--- config.mk ---
export PLATFORM = sky130hd
export DESIGN_NAME = lsu_mem_port
export DESIGN_NICKNAME = d
export VERILOG_FILES = /design/src/rtl/lsu_mem_port.sv
export SDC_FILE = /design/constraint.sdc
export NUM_CORES = 1
export LEC_CHECK = 0
export BUFFER_PORTS_ARGS = -buffer_cell sky130_fd_sc_hd__buf_2
export CORE_MARGIN = 3
export CORE_UTILIZATION = 49
export DETAILED_ROUTE_END_ITERATION = 10
export PLACE_DENSITY_LB_ADDON = 0.05
export SYNTH_ARGS = -nofsm -noshare
export SYNTH_HDL_FRONTEND = slang
export SYNTH_SLANG_ARGS = --single-unit
--- constraint.sdc ---
create_clock -name clk -period 2.35 [get_ports clk]
set_input_delay 0 -clock clk [delete_from_list [all_inputs] [get_ports clk]]
set_output_delay 0 -clock clk [all_outputs]
set_load 0.005 [all_outputs]
--- src/rtl/lsu_mem_port.sv ---
// lsu_mem_port: single-outstanding load/store initiator driving the Memoria data memory pins.
// Latency: a memory access takes one cycle (accept -> LOAD/STORE -> RESP), so 1 access per 3 cycles.
// Backpressure: req_ready only in IDLE; a stalled rsp_ready holds RESP and blocks new requests.
// Optional feature: define LSU_ADDR_CHECK_EN to reject misaligned word and out-of-range requests.
module lsu_mem_port #(
  parameter int ADDR_LIMIT = 1024
) (
  input  logic        clk,
  input  logic        rst_n,
  input  logic        req_valid,
  output logic        req_ready,
  input  logic        req_we,
  input  logic        req_byte,
  input  logic [31:0] req_addr,
  input  logic [31:0] req_wdata,
  output logic        rsp_valid,
  input  logic        rsp_ready,
  output logic [31:0] rsp_rdata,
  output logic        rsp_err,
  output logic [31:0] mem_ad,
  output logic [31:0] mem_di,
  output logic        mem_we,
  output logic        mem_re,
  output logic        mem_byte_l,
  output logic        mem_byte_s,
  input  logic [31:0] mem_do,
  output logic [15:0] txn_count
);

  typedef enum logic [1:0] {
    IDLE  = 2'd0,
    LOAD  = 2'd1,
    STORE = 2'd2,
    RESP  = 2'd3
  } state_t;

  localparam logic [31:0] ADDR_LIMIT_W = 32'(ADDR_LIMIT);

  state_t      state_q;
  state_t      state_d;

  // Request captured at acceptance; the memory pins are decoded only from these.
  logic        lat_we;
  logic        lat_byte;
  logic [31:0] lat_addr;
  logic [31:0] lat_wdata;

  logic        accept;
  logic        access_done;
  logic        misalign;
  logic        addr_oor;
  logic        chk_fail;

  assign accept      = (state_q == IDLE) && req_valid;
  assign access_done = (state_q == LOAD) || (state_q == STORE);

  // Address screening terms; only consulted when the check is built in.
  assign misalign = !req_byte && (req_addr[1:0] != 2'b00);
  assign addr_oor = (req_addr >= ADDR_LIMIT_W);

`ifdef LSU_ADDR_CHECK_EN
  logic err_q;

  assign chk_fail = misalign || addr_oor;
  assign rsp_err  = err_q;

  // Error flag: set by a rejected request, cleared when the response is taken.
  always_ff @(posedge clk or negedge rst_n) begin
    if (!rst_n) begin
      err_q <= 1'b0;
    end else if (accept) begin
      err_q <= chk_fail;
    end else if ((state_q == RESP) && rsp_ready) begin
      err_q <= 1'b0;
    end
  end
`else
  // Without the check every address goes to memory as-is; the terms are left dangling.
  logic unused_chk;

  assign unused_chk = misalign | addr_oor;
  assign chk_fail   = 1'b0;
  assign rsp_err    = 1'b0;
`endif

  // State register.
  always_ff @(posedge clk or negedge rst_n) begin
    if (!rst_n) begin
      state_q <= IDLE;
    end else begin
      state_q <= state_d;
    end
  end

  // Next-state logic and handshake/strobe decode from the current state.
  always_comb begin
    state_d    = state_q;
    req_ready  = 1'b0;
    rsp_valid  = 1'b0;
    mem_we     = 1'b0;
    mem_re     = 1'b0;
    mem_byte_l = 1'b0;
    mem_byte_s = 1'b0;
    case (state_q)
      IDLE: begin
        req_ready = 1'b1;
        if (req_valid) begin
          if (chk_fail) begin
            state_d = RESP;
          end else if (req_we) begin
            state_d = STORE;
          end else begin
            state_d = LOAD;
          end
        end
      end
      LOAD: begin
        mem_re     = 1'b1;
        mem_byte_l = lat_byte;
        state_d    = RESP;
      end
      STORE: begin
        mem_we     = lat_we;
        mem_byte_s = lat_byte;
        state_d    = RESP;
      end
      RESP: begin
        rsp_valid = 1'b1;
        if (rsp_ready) begin
          state_d = IDLE;
        end
      end
      default: begin
        state_d = IDLE;
      end
    endcase
  end

  // Latch the request on acceptance; address/data keep driving the memory afterwards.
  always_ff @(posedge clk or negedge rst_n) begin
    if (!rst_n) begin
      lat_we    <= 1'b0;
      lat_byte  <= 1'b0;
      lat_addr  <= 32'h0;
      lat_wdata <= 32'h0;
    end else if (accept) begin
      lat_we    <= req_we;
      lat_byte  <= req_byte;
      lat_addr  <= req_addr;
      lat_wdata <= req_wdata;
    end
  end

  assign mem_ad = lat_addr;
  assign mem_di = lat_wdata;

  // Response data: cleared on accept so stores and errors return 0, loaded at the end of LOAD.
  always_ff @(posedge clk or negedge rst_n) begin
    if (!rst_n) begin
      rsp_rdata <= 32'h0;
    end else if (accept) begin
      rsp_rdata <= 32'h0;
    end else if (state_q == LOAD) begin
      rsp_rdata <= lat_byte ? {24'h0, mem_do[7:0]} : mem_do;
    end
  end

  // Completed-access counter; wraps naturally at 16 bits.
  always_ff @(posedge clk or negedge rst_n) begin
    if (!rst_n) begin
      txn_count <= 16'h0;
    end else if (access_done) begin
      txn_count <= txn_count + 16'h1;
    end
  end

endmodule

==> impl_metrics.csv <==
group,metric,value,unit
critical_path,ff2ff_path_depth,6,
floorplan,die_x,102.4,µm
critical_path,critPathMaxStageDelay,600,ps
worst_hold_path,hold_end,"mem_ad[6]",
synthesis,synth_commonest_cells,"206 x nand2_1, 116 x dfrtp_1, 24 x a22o_1",
detailed_routing,wl_per_cell,15.55,µm
detailed_routing,via_count,4351,
critical_path,path_max_fanout,6,
sta,slew_headroom,58.75,%
power,p_leak,4.119,nW
floorplan,pin_count,221,
detailed_routing,met3_length,1158,µm
synthesis,syn_area,0.004552,mm²
grt,grt_pass1_wl,21800,µm
sta,tightest_slew,618.8,ps
floorplan,die_y,102.4,µm
critical_path,rrSetupSlack,210,ps
sta,fmax,466.7,MHz
synthesis,synthesis.nets,549,
synthesis,ys_types,26,
clock_network,cts_made_buffers,17,
floorplan,num_rows,34,
synthesis,synth_edf_count,0,
synthesis,synthMostInstantiatedCell,"nand2_1",
critical_path,arrival,2530,ps
sta,setup_ws,207.4,ps
sta,finClkSkew,6.535,ps
placed_design,place_ws,607.0,ps
synthesis,synth_area_leader_cell,"dfrtp_1",
sta,finalSetupViolCount,0,
synthesis,synth_top_area_share,63.77,%
synthesis,synth-async-reset-ratio,100.0,%
critical_path,crit_chain,"inv_1 > ha_1 > inv_1 > o22ai_1 > dlygate4sd3_1 > mux2_2",
synthesis,yosys-top-cells-area,"dfrtp_1 64%, nand2_1 17%, a22o_1 4.6%",
sta,slew_viol_final,0,
detailed_routing,drc_errors,0,
clock_network,clk-insertion-delay-late,500,ps
critical_path,r2r_start,"state_q[0]",
synthesis,ys_seq_elements,116,
finish,area_growth,62.78,%
critical_path,critical_path_required,2730,ps
critical_path,endpoint_kind,"flip-flop",
finish,fin_nets,873,
critical_path,cp_common_cell,"inv_1",
synthesis,syn_avg_cell_area,10.30,µm²
power,ir_worst_vdd,724.9,µV
critical_path,path_class,"reg -> reg",
placed_design,io_buffers,219,
floorplan,die-area,0.01048,mm²
detailed_routing,vias_per_cell,4.911,
clock_network,cts_setup_buffers,0,
power,p_total,0.009049,W
worst_hold_path,timing.hold.worst_path_depth,5,
finish,diodes,0,
grt,overflow,0,
critical_path,cpMaxStageDelayCell,"dlygate4sd3_1",
detailed_routing,drt-met1-wl,5163,µm
clock_network,cts_tree,"done",
sta,min_period,2143,ps
synthesis,yosysWarnings,0,
sta,rsz0062_at_grt,"no",
grt,grt_max_degree,117,
run,drv_cap,0,
synthesis,netlist_instances,442,
detailed_routing,drt_first_iter_violations,153,
clock_network,cts_root_buffer,"clkbuf_8",
detailed_routing,top_layer,"met4",
synthesis,synth-main-ff-cell,"dfrtp_1",
floorplan,core_area,0.008891,mm²
power,power_density,1221,mW/mm²
detailed_routing,ant_nets,0,
grt,track_usage,27.17,%
sta,min_period_over_period,91.17,%
detailed_routing,drt_pass1_iterations,5,
clock_network,clk_pin_slew_worst_paths,60,ps
placed_design,hpwl,7898,µm
grt,grt_pass1_vias,4507,
placed_design,gp_congestion,0.7904,
finish,drive_above_1_share,33.93,%
detailed_routing,routed-wl-met2,7147,µm
grt,antenna_found_initial,0,
clock_network,cts_max_level,4,
clock_network,cts.path.max_buffers,2,
worst_hold_path,hp-start,"req_valid",
clock_network,cts_sinks,116,
critical_path,reg2reg_to,"state_q[1]",
worst_hold_path,min_path_type,"in -> reg",
detailed_routing,wl,13770,µm
critical_path,start_kind,"flip-flop",
status,status,"completed",
sta,hold_viol,0,
floorplan,initial_utilization,51.20,%
synthesis,seq_area_frac_synth,63.77,%
sta,setup_tns,0,ps
==> cell families after synthesis <==
kind of cell             after synthesis  share of synthesized area (%)
AND/OR/NAND/NOR                      240                          21.74
flip-flops                           116                          63.77
buffers and inverters                 28                          2.776
AO/OA/AOI/OAI                         26                          4.865
XOR/XNOR                              15                          2.886
multiplexers                          11                          2.501
adder cells (fa/ha/maj)                5                          1.374
other                                  1                        0.08238
==> flip-flops by register name, indices dropped and copies added, names as in the netlist <==
name,cells
mem_di,32
rsp_rdata,32
state_q,2
txn_count,16
lat_byte,1
mem_ad,32
lat_we,1
==> stage by stage <==
| step | instance area, µm² | util (%) | hold slack, ps | cells |
|---|---|---|---|---|
| floorplan | 4552 | - | -295.6 | 442 |
| global placement | 5763 | 64.82 | 138.8 | 754 |
| detailed placement | 5763 | 64.82 | 132.6 | 754 |
| CTS | 7410 | 83.34 | 43.83 | 886 |
| global route | 7410 | 83.34 | 74.42 | 886 |
| finish | 7410 | 83.34 | 58.85 | 886 |
==> power breakdown <==
part	switching, W	leakage, nW	internal (W)
sequential	0.000492	1.48	0.00280
clock	0.000885	0.301	0.00185
combinational	0.00161	2.34	0.00141
==> repair_timing <==
action | CTS | global route
endpoints found under the setup margin | 0 | 0
endpoints found under the hold margin | 216 | 0
gates resized for setup | 0 | 0
hold buffers | 101 | 0
==> per-layer routing <==
layer | track usage [%] | vias to the layer above
met4 | 11.91 | 0
li1 | - | 2064
met5 | 0 | -
met2 | 47.38 | 194
met1 | 30.17 | 2062
met3 | 9.215 | 31
==> worst max-delay path by stage <==
stage                          start  cells after the start             to  slack [ps]
final                     state_q[0]                      6     state_q[1]         210
after global routing      state_q[0]                      6     state_q[1]         100
after CTS                 state_q[0]                      6     state_q[1]         220
after detailed placement  state_q[0]                      6     mem_ad[26]         610
after global placement    state_q[0]                      6         lat_we         710
after floorplan           state_q[0]                      6  rsp_rdata[11]         790
==> layout by cell type (no fill, tap or decap), drive strengths merged, types with 7 or more instances in the layout <==
cell type	instances
inv	7
a22o	24
clkbuf	19
dfrtp	116
xor2	9
buf	226
nand2	206
nor2	11
mux2i	8
dlygate4sd3	101
==> area by class of cell <==
| cell class | instances | area (µm²) |
|---|---|---|
| clock inverter | 12 | 203.9 |
| tap | 108 | 135.1 |
| sequential | 116 | 2903 |
| clock buffer | 19 | 431.7 |
| fill | 525 | 1481 |
| timing repair buffer | 327 | 2187 |
| multi-input combinational | 298 | 1526 |
| inverter | 6 | 22.52 |
==> critical path, delay by kind of cell (launching register included) <==
kind,cells,cell delay (ps)
buffers and inverters,3,790
flip-flops,1,420
adder cells (fa/ha/maj),1,300
multiplexers,1,350
AO/OA/AOI/OAI,1,170
Power figures use the tool's default switching activity.
